$ cat config.mk
export PLATFORM = sky130hd
export DESIGN_NAME = ifu_axi_fetch
export DESIGN_NICKNAME = d
export VERILOG_FILES = /design/src/rtl/ifu_axi_fetch_pkg.sv /design/src/rtl/ifu_axi_fetch.sv
export SDC_FILE = /design/constraint.sdc
export NUM_CORES = 1
export LEC_CHECK = 0
export CORE_MARGIN = 2
export CORE_UTILIZATION = 56
export DETAILED_ROUTE_END_ITERATION = 8
export PLACE_DENSITY = 0.93
export SETUP_SLACK_MARGIN = 0.15
export SLEW_MARGIN = 25
export SYNTH_ARGS = -nofsm -noshare
export SYNTH_HDL_FRONTEND = slang
export SYNTH_SLANG_ARGS = --single-unit
export TNS_END_PERCENT = 20
$ cat constraint.sdc
create_clock -name clk -period 5 [get_ports clk]
set_input_delay 1.5 -clock clk [delete_from_list [all_inputs] [get_ports clk]]
set_output_delay 1.5 -clock clk [all_outputs]
set_load 0.05 [all_outputs]
$ cat src/rtl/ifu_axi_fetch_pkg.sv
// Shared definitions for the instruction-fetch read master: response codes,
// fetch FSM encoding and the default boot address.
package ifu_axi_fetch_pkg;

  localparam logic [2:0] RESP_OKAY = 3'b000;

  localparam logic [2:0] ST_IDLE = 3'd0;
  localparam logic [2:0] ST_REQ  = 3'd1;
  localparam logic [2:0] ST_WAIT = 3'd2;
  localparam logic [2:0] ST_HOLD = 3'd3;
  localparam logic [2:0] ST_DROP = 3'd4;

  typedef enum logic [2:0] {
    IDLE = ST_IDLE,
    REQ  = ST_REQ,
    WAIT = ST_WAIT,
    HOLD = ST_HOLD,
    DROP = ST_DROP
  } fetch_state_e;

  localparam logic [31:0] DEFAULT_RESET_PC = 32'h8000_0000;

  function automatic logic resp_is_err(input logic [2:0] resp);
    return (resp != RESP_OKAY);
  endfunction

endpackage

$ cat src/rtl/ifu_axi_fetch.sv
// Instruction-fetch read master: sequential PC, one single-beat read in flight,
// valid/ready hand-off to decode and flush handling that drains orphaned beats.
module ifu_axi_fetch
  import ifu_axi_fetch_pkg::*;
#(
  parameter int ADDR_LEN = 32,
  parameter int DATA_LEN = 32,
  parameter logic [ADDR_LEN-1:0] RESET_PC = ADDR_LEN'(DEFAULT_RESET_PC)
) (
  input  logic                clk,
  input  logic                rst_n,
  input  logic                flush,
  input  logic [ADDR_LEN-1:0] flush_pc,
  output logic                inst_valid,
  input  logic                inst_ready,
  output logic [DATA_LEN-1:0] inst,
  output logic [ADDR_LEN-1:0] inst_pc,
  output logic                inst_err,
  output logic                arvalid,
  input  logic                arready,
  output logic [ADDR_LEN-1:0] raddr,
  input  logic                rvalid,
  output logic                rready,
  input  logic [DATA_LEN-1:0] rdata,
  input  logic [2:0]          rresp
);

  localparam logic [ADDR_LEN-1:0] ALIGN_MASK = ~ADDR_LEN'(3);
  localparam logic [ADDR_LEN-1:0] INST_BYTES = ADDR_LEN'(4);

  fetch_state_e        state;
  logic [ADDR_LEN-1:0] pc;
  logic [ADDR_LEN-1:0] ar_addr;
  logic                drop;
  logic [ADDR_LEN-1:0] flush_tgt;
  logic [ADDR_LEN-1:0] pc_next_seq;

  assign flush_tgt   = flush_pc & ALIGN_MASK;
  assign pc_next_seq = pc + INST_BYTES;

  // Outputs decode straight from the state flop; raddr comes only from ar_addr.
  assign arvalid    = (state == REQ);
  assign rready     = (state == WAIT) || (state == DROP);
  assign inst_valid = (state == HOLD);
  assign raddr      = ar_addr & ALIGN_MASK;

  // Fetch FSM, PC and returned-instruction registers.
  always_ff @(posedge clk) begin
    if (!rst_n) begin
      state    <= IDLE;
      pc       <= RESET_PC;
      ar_addr  <= RESET_PC;
      drop     <= 1'b0;
      inst     <= '0;
      inst_pc  <= '0;
      inst_err <= 1'b0;
    end else begin
      case (state)
        IDLE: begin
          ar_addr <= pc;
          state   <= REQ;
        end
        REQ: begin
          // The address phase must complete even when redirected; the beat
          // it produces is then drained in DROP.
          if (arready) begin
            if (flush) begin
              pc <= flush_tgt;
            end
            state <= (drop || flush) ? DROP : WAIT;
          end else if (flush) begin
            pc   <= flush_tgt;
            drop <= 1'b1;
          end
        end
        WAIT: begin
          if (rvalid && !flush) begin
            inst     <= rdata;
            inst_pc  <= ar_addr;
            inst_err <= resp_is_err(rresp);
            state    <= HOLD;
          end else if (rvalid) begin
            pc      <= flush_tgt;
            ar_addr <= flush_tgt;
            state   <= REQ;
          end else if (flush) begin
            pc    <= flush_tgt;
            state <= DROP;
          end
        end
        DROP: begin
          if (rvalid) begin
            drop    <= 1'b0;
            ar_addr <= flush ? flush_tgt : pc;
            if (flush) begin
              pc <= flush_tgt;
            end
            state <= REQ;
          end else if (flush) begin
            pc <= flush_tgt;
          end
        end
        HOLD: begin
          if (flush) begin
            pc      <= flush_tgt;
            ar_addr <= flush_tgt;
            state   <= REQ;
          end else if (inst_ready) begin
            pc      <= pc_next_seq;
            ar_addr <= pc_next_seq;
            state   <= REQ;
          end
        end
        default: begin
          state <= IDLE;
          drop  <= 1'b0;
        end
      endcase
    end
  end

endmodule

# --- Yosys cells after proc, flatten, opt, wreduce, memory -nomap -nowiden ---
# Index checks and enable logic that the tools add are counted.
totals:
  reg_bits: 133
  input_bits: 73
  out_inout_bits: 100
  wordCells: 59
op_classes:
  addsub: 1
  n_eq_ne: 12
  muxes: 23
  bitwise_logic: 1
  n_reduce_logical: 15
ops:
  columns: ["op", "n"]
  rows:
  - ["$mux W32", 8]
  - ["$pmux W32 S4", 1]
  - ["$pmux W32 S3", 1]
  - ["$add A32 B3 Y32 const B", 1]
  - ["$mux W3", 8]
  - ["$pmux W3 S5", 1]
  - ["$ne A2 B2 Y1 const B", 5]
  - ["$reduce_and A4 Y1", 2]
  - ["$eq A3 B2 Y1 const B", 2]
  - ["$reduce_bool A3 Y1", 2]
  - ["$reduce_and A5 Y1", 1]
  - ["$ne A4 B3 Y1 const B", 1]
  - ["$reduce_bool A4 Y1", 1]
  - ["$eq A3 B1 Y1 const B", 1]
  - ["$eq A3 B3 Y1 const B", 1]
  - ["$logic_not A3 Y1", 1]
  - ["$mux W1", 3]
  - ["$ne A3 B2 Y1 const B", 1]
  - ["$pmux W1 S3", 1]
  - ["$reduce_and A3 Y1", 1]
  - ["$reduce_or A3 Y1", 1]
  - ["$logic_or A1 B1 Y1", 2]
  - ["$ne A2 B1 Y1 const B", 1]
  - ["$reduce_and A2 Y1", 1]
  - ["4 further kinds", 4]

# --- Depth between registers and ports, before layout ---
# Gate-level depths: netlist (run 1).
logic_depth:
  ltp_word: 4
  ltp_mapped: 9

# --- Least setup slack after synthesis (run 1) ---
# Ideal clock, no wire load.
synth_path:
  path_type: "reg2out"
  start: "reg state[2]"
  end: "out rready"
  arrival_ns: 2.286
  required_time_ns: 3.500
  slack_ns: 1.214
  path_stages_with_launch: 7
  path_buffers: 4
  cell_sequence: "dfxtp_1 buf_2 clkbuf_1 buf_1 clkbuf_1 nand2_1 a21oi_1"
synth_between:
  elab_chain_cells: 2
synth_lines:
  columns: ["item", "line", "rtl"]
  rows:
  - ["start, declared", "ifu_axi_fetch.sv:31", "fetch_state_e state;"]
  - ["start signal, assigned", "ifu_axi_fetch.sv:70", "state <= (drop || flush) ? DROP : WAIT;"]
  - ["$eq A3 B2 Y1 or $eq A3 B3 Y1 (tied branches)", "ifu_axi_fetch.sv:43", "assign rready = (state == WAIT) || (state == DROP);"]
  - ["$logic_or A1 B1 Y1 *", "ifu_axi_fetch.sv:43", null]
  - ["end, declared", "ifu_axi_fetch.sv:23", "output logic rready,"]
# Mark *: on every way between the ends. The rest lies on a longest branch, timed or not.

# --- Worst setup path in the final report (run 1) ---
layout_path:
  start: "reg state[1]"
  end: "out rready"
# Same word-level chain as after synthesis.

==> results_dict.tcl, run 1 <==
set metrics [dict create \
    status "finished clean" \
    max-vdd-ir-drop_mv 0.260 \
    power.density_nw_per_um2 454 \
    wire_per_inst_um 18.0 \
    first_global_vias 7803 \
    instances_no_fill 1373 \
    grt_max_degree 59 \
    rows 43 \
    grt_pass1_wl_mm 38.6 \
    ant_nets 0 \
    nFillCells 1018 \
    ctsResizeCount 0 \
    area_delta_synth_final_pct 25.9 \
    tightest_slew_ns 1.03 \
    cap_violations 0 \
    first_pass_iters 6 \
    yosysSeqAreaShare 0.338 \
    finalWeightedCongestion 0.972 \
    clock_latency_ns 0.43 \
    dieArea_sq_um 15000 \
    totalWireLength_mm 24.7 \
    whs_ns 0.453 \
    placedCellCount 1341 \
    cts_sinks 133 \
    drc 0 \
    viasPerCell 6.45 \
    cp.arrival_ns 2.63 \
    hold_depth 2 \
    cts_buffers 17 \
    cts_root_buf "clkbuf_16" \
    maxSlewViolCount 0 \
    vias 8856 \
    fp.coreArea_sq_um 13800 \
    finClkSkew_ns 0.00557 \
    ys_ff_latch 133 \
    synthesis.instances 1106 \
    post_cts_buffers 0 \
    utilization 0.716 \
    cts_tree "done" \
    start_kind "register" \
    portBuffers 168 \
    synth_warnings 0 \
    antenna_found_initial 0 \
    layout_setup_ws_ns 0.872 \
    clockBufferDepth 2 \
    cts.clk_slew.worst_paths_ns 0.06 \
    required_ns 3.50 \
    power.leakage_uw 0.00333 \
    max-slew-margin-rel 0.312 \
    synth_area_sq_um 7870 \
    rsz0062_at_grt "false" \
    grt_usage 0.322 \
    overflow 0 \
    die_x_um 123 \
    drt_iter0_drc 1324 \
    pre_cts_slack_ns 0.894 \
    hold_buffers 0 \
    hold_viol_final 0 \
    drive_gt1_frac 0.0662 \
    fmaxAchievable_mhz 242 \
    synth_cell_types 70 \
    die_h_um 123 \
    cp_max_fo 35 \
    hp-class "register to register" \
    reg2reg_depth 6 \
    cp-end-kind "primary output" \
    synthFlopType "dfxtp_1" \
    finalSetupViolations 0 \
    final.min_clock_period_ns 4.13 \
    start_util 0.569 \
    critPathKind "register to primary output" \
    h-tree-depth 4 \
    fin_nets 1254 \
    synth_enable_flop_cells 0 \
    fin_crit_sh 0.826 \
    place_hpwl_mm 15.9 \
    pin_count 173 \
    diodes 0 \
    finalSetupTns_ns 0 \
    ys_async_sr_fraction 0 \
    avgSynthCellArea_sq_um 7.11 \
]
==> path summary, 6_finish.rpt <==
| path | slack (ns) | end | start |
|---|---|---|---|
| min | 0.45 | inst_pc[28] | inst_pc[28] |
| min reg2reg | 0.45 | inst_pc[28] | inst_pc[28] |
| max reg2reg | 1.75 | ar_addr[29] | state[2] |
| max | 0.87 | rready | state[1] |
==> where the power goes <==
part	total [uW]	switching [uW]	internal, uW
Clock	1200	487	712
Sequential	1470	247	1230
Combinational	1820	1160	657
==> sequential cells by signal (all words and copies together) (netlist names) <==
signal    cells
inst_err      1
inst         32
inst_pc      32
state         3
pc           32
drop          1
ar_addr      32
==> layer usage <==
| metal | wire (um) | GRT usage |
|---|---|---|
| met1 | 9440 | 0.410 |
| met4 | 1130 | 0.175 |
| met3 | 2850 | 0.0781 |
| met5 | 0 | 0 |
| met2 | 11300 | 0.503 |
==> cell type report <==
| type | count | area [sq um] | share of cell area |
|---|---|---|---|
| multi-input cells | 820 | 4520 | 0.456 |
| repair buffers | 192 | 1870 | 0.189 |
| inverters | 16 | 61.3 | 0.00619 |
| clock buffers | 22 | 464 | 0.0469 |
| clock inverters | 10 | 98.8 | 0.00998 |
| flip-flops and latches | 133 | 2660 | 0.269 |
| well taps | 180 | 225 | 0.0227 |
==> placed cells by master, fill, tap and decap left out, types with 12 or more instances in the layout <==
cell type / synthesis / layout
a211oi_1: 12 / 12
a21oi_1: 134 / 134
a221oi_1: 23 / 23
a31oi_1: 37 / 37
buf_4: 33 / 24
clkbuf_16: 0 / 17
clkdlybuf4s50_1: 0 / 167
dfxtp_1: 133 / 132
inv_1: 14 / 14
nand2_1: 225 / 225
nand3_1: 19 / 19
nor2_1: 80 / 80
nor3_1: 18 / 17
o21a_1: 12 / 12
o21ai_0: 69 / 69
o221ai_1: 18 / 18
o22ai_1: 12 / 12
xnor2_1: 13 / 13
==> cells in the mapped netlist, drive strengths merged (3+ instances only) <==
cell	count	share of area
o311ai	3	0.0043
dfxtp	133	0.34
nor2	80	0.038
a211oi	14	0.015
nand3	19	0.012
a311oi	3	0.0033
a22o	4	0.0045
and2	5	0.0040
o22ai	12	0.0095
mux2i	4	0.0051
and4	3	0.0033
xor2	7	0.0078
o221ai	18	0.020
a22oi	5	0.0048
o211a	4	0.0051
or3	9	0.0078
clkbuf	80	0.038
nor2b	5	0.0040
or4	4	0.0048
a31oi	37	0.029
xnor2	13	0.014
nand4	12	0.012
o21ai	70	0.045
a31o	4	0.0045
a21oi	135	0.086
nor3	18	0.011
o211ai	9	0.0086
buf	58	0.045
nand2b	8	0.0064
o21a	12	0.011
nand2	225	0.11
inv	16	0.0076
and3	9	0.0072
a21o	5	0.0048
nor4	12	0.011
a221oi	23	0.026
==> through the flow <==
stage                     power (uW)  area [sq um]
after global routing            4680          9900
after detailed placement        3240          9340
final                           4490          9900
after floorplan                 2800          7870
after global placement          3190          9340
after CTS                       4440          9900
==> logic make-up after synthesis <==
logic type                 synth area share
AOI/OAI and AO/OA                     0.302
adders and majority gates           0.00159
DFF                                   0.338
buffers and inverters                0.0913
muxes                               0.00652
xor gates and xnor gates             0.0223
other                              0.000477
and+or+nand+nor                       0.237
==> worst max-delay path: stages (launching register included) <==
cell and delay (ns):
dfxtp_1 0.34, buf_4 0.36, nand2b_1 0.38, a21oi_1 0.28, clkdlybuf4s50_1 0.84
Note: power is estimated with default switching activity, not from simulation.
==> inputs of run 2 (changes only) <==
--- a/config.mk
+++ b/config.mk
@@ -6,9 +6,9 @@
 export NUM_CORES = 1
 export LEC_CHECK = 0
 export CORE_MARGIN = 2
-export CORE_UTILIZATION = 56
+export CORE_UTILIZATION = 47
 export DETAILED_ROUTE_END_ITERATION = 8
-export PLACE_DENSITY = 0.93
+export PLACE_DENSITY = 0.84
 export SETUP_SLACK_MARGIN = 0.15
 export SLEW_MARGIN = 25
 export SYNTH_ARGS = -nofsm -noshare
==> constraint.sdc (replaced) <==
create_clock -name clk -period 3.4 [get_ports clk]
set_input_delay 1.02 -clock clk [delete_from_list [all_inputs] [get_ports clk]]
set_output_delay 1.02 -clock clk [all_outputs]
set_load 0.05 [all_outputs]
==> results_dict.tcl, run 2 (synthesis results as in run 1) <==
set metrics [dict create \
    status "finished clean" \
    cp-end-kind "primary output" \
    place_hpwl_mm 17.0 \
    drt-met1-wl_mm 9.94 \
    fmaxAchievable_mhz 333 \
    final.min_clock_period_ns 3.00 \
    hold_viol_final 0 \
    crit_path_cell_trace "nand2b_1 > nor2_1 > clkdlybuf4s50_1" \
    crit_family "buffers and inverters" \
    die_h_um 133 \
    cap_violations 0 \
    finalWeightedCongestion 0.940 \
    critPathKind "register to primary output" \
    finalSetupViolations 0 \
    diodes 0 \
    ctsResizeCount 0 \
    post_cts_buffers 0 \
    fin_crit_sh 0.883 \
    placedCellCount 1404 \
    layout_common_cells "nand2_1 (225), clkdlybuf4s50_1 (166), a21oi_1 (133), dfxtp_1 (132), nor2_1 (80)" \
    cp_num_buf_inv 1 \
    portBuffers 168 \
    hp-class "register to register" \
    clockBufferDepth 2 \
    layout_commonest_cell "nand2_1" \
    drive_gt1_frac 0.0863 \
    max-slew-margin-rel 0.449 \
    grt_max_degree 54 \
    cp.arrival_ns 1.98 \
    totalWireLength_mm 25.0 \
    start_kind "register" \
    finalSetupTns_ns 0 \
    hold_buffers 0 \
    max-vdd-ir-drop_mv 0.382 \
    fp.coreArea_sq_um 16500 \
    pin_count 173 \
    die_x_um 133 \
    grt_pass1_wl_mm 40.5 \
    reg2reg_depth 6 \
    dieArea_sq_um 17800 \
    critPathMaxStageDelay_ns 0.86 \
    wire_per_inst_um 17.4 \
    highest_layer "met4" \
    overflow 0 \
    register_area_sq_um 2660 \
    instances_no_fill 1436 \
    crit_slowest_cell "clkdlybuf4s50_1" \
    fin_nets 1277 \
    antenna_found_initial 0 \
    drc 0 \
    timing.rr.start "pc[14]" \
    hold_path_end "inst_pc[0]" \
    first_pass_iters 7 \
    power.density_nw_per_um2 659 \
    rrSetupSlack_ns 0.58 \
    cts_root_buf "clkbuf_16" \
    cts_tree "done" \
    maxSlewViolCount 0 \
    start_util 0.478 \
    required_ns 2.38 \
    h-tree-depth 4 \
    drt_iter0_drc 1179 \
    rows 47 \
    cts.clk_slew.worst_paths_ns 0.06 \
    nFillCells 1436 \
    tightest_slew_ns 0.818 \
    hold_depth 2 \
    cp_max_fo 3 \
    clock_latency_ns 0.43 \
    power.leakage_uw 0.00349 \
    cts_sinks 133 \
    hold_path_startpoint "ar_addr[0]" \
    timing.rr.end "ar_addr[29]" \
    dr_wl_met3_mm 2.54 \
    area_delta_synth_final_pct 29.9 \
    route.met2.wl_mm 11.5 \
    grt_usage 0.280 \
    rsz0062_at_grt "false" \
    ant_nets 0 \
    finClkSkew_ns 0.00814 \
    viasPerCell 6.11 \
    first_global_vias 8012 \
    cts_buffers 17 \
    vias 8770 \
    multiInputGateArea_sq_um 4520 \
]
## run 2: cell count changes in the layout (fill, tap and decap cells not counted), moves of 2 or more
| cell | delta |
|---|---|
| clkinvlp_4 | -3 |
| buf_12 | +7 |
| buf_4 | +17 |
| inv_6 | +3 |
| clkbuf_1 | -2 |
## run 2: per-layer routing
layer | vias up | track usage
met4 | 0 | 0.138
met1 | 4012 | 0.364
met3 | 82 | 0.0613
li1 | 4117 | -
met2 | 559 | 0.440
met5 | - | 0
## run 2: cell type report
class	count	share of cell area
multi-input combinational	820	0.442
tap	220	0.0269
timing repair buffer	215	0.208
inverter	16	0.00588
clock buffer	20	0.0447
sequential	133	0.261
clock inverter	12	0.0114
## run 2: worst min-delay path, stage by stage, from the launching register on
cell and delay, ns:
dfxtp_1 0.31, nand2_1 0.05, a21oi_1 0.05
## run 2: power by group
| part | switching (uW) | internal, uW | total, uW |
|---|---|---|---|
| logic | 1740 | 1060 | 2800 |
| clock network | 751 | 1060 | 1810 |
| registers | 330 | 1800 | 2130 |
| total | 2820 | 3920 | 6740 |
## run 2: how the worst max path moves through the flow
stage,from,end,depth (start not counted)
3_5_place_dp,flush,pc[15],6
6_report,state[2],arvalid,3
2_1_floorplan,state[2],rready,6
3_3_place_gp,flush,pc[25],8
5_1_grt,flush,pc[15],6
4_1_cts,state[2],arvalid,3
## run 2: metrics by stage
| step | hold WS, ns | worst slack (ns) | instance area [sq um] | power, uW | utilization |
|---|---|---|---|---|---|
| final | 0.450 | 0.397 | 10200 | 6740 | 0.621 |
| after global routing | 0.465 | 0.238 | 10200 | 7060 | 0.621 |
| after CTS | 0.454 | 0.397 | 10200 | 6700 | 0.621 |
| after detailed placement | 0.445 | 0.0522 | 9640 | 4900 | 0.586 |
| after global placement | 0.441 | 0.192 | 9640 | 4830 | 0.586 |
| after floorplan | 0.432 | 0.374 | 7880 | 4120 | - |
==> inputs of run 3 (changes only) <==
--- a/config.mk
+++ b/config.mk
@@ -7,6 +7,7 @@
 export LEC_CHECK = 0
 export CORE_MARGIN = 2
 export CORE_UTILIZATION = 47
+export CTS_CLUSTER_DIAMETER = 50
 export DETAILED_ROUTE_END_ITERATION = 8
 export PLACE_DENSITY = 0.84
 export SETUP_SLACK_MARGIN = 0.15
==> results of run 3 <==
Final layout, timing and power as in run 2 (identical DEF).
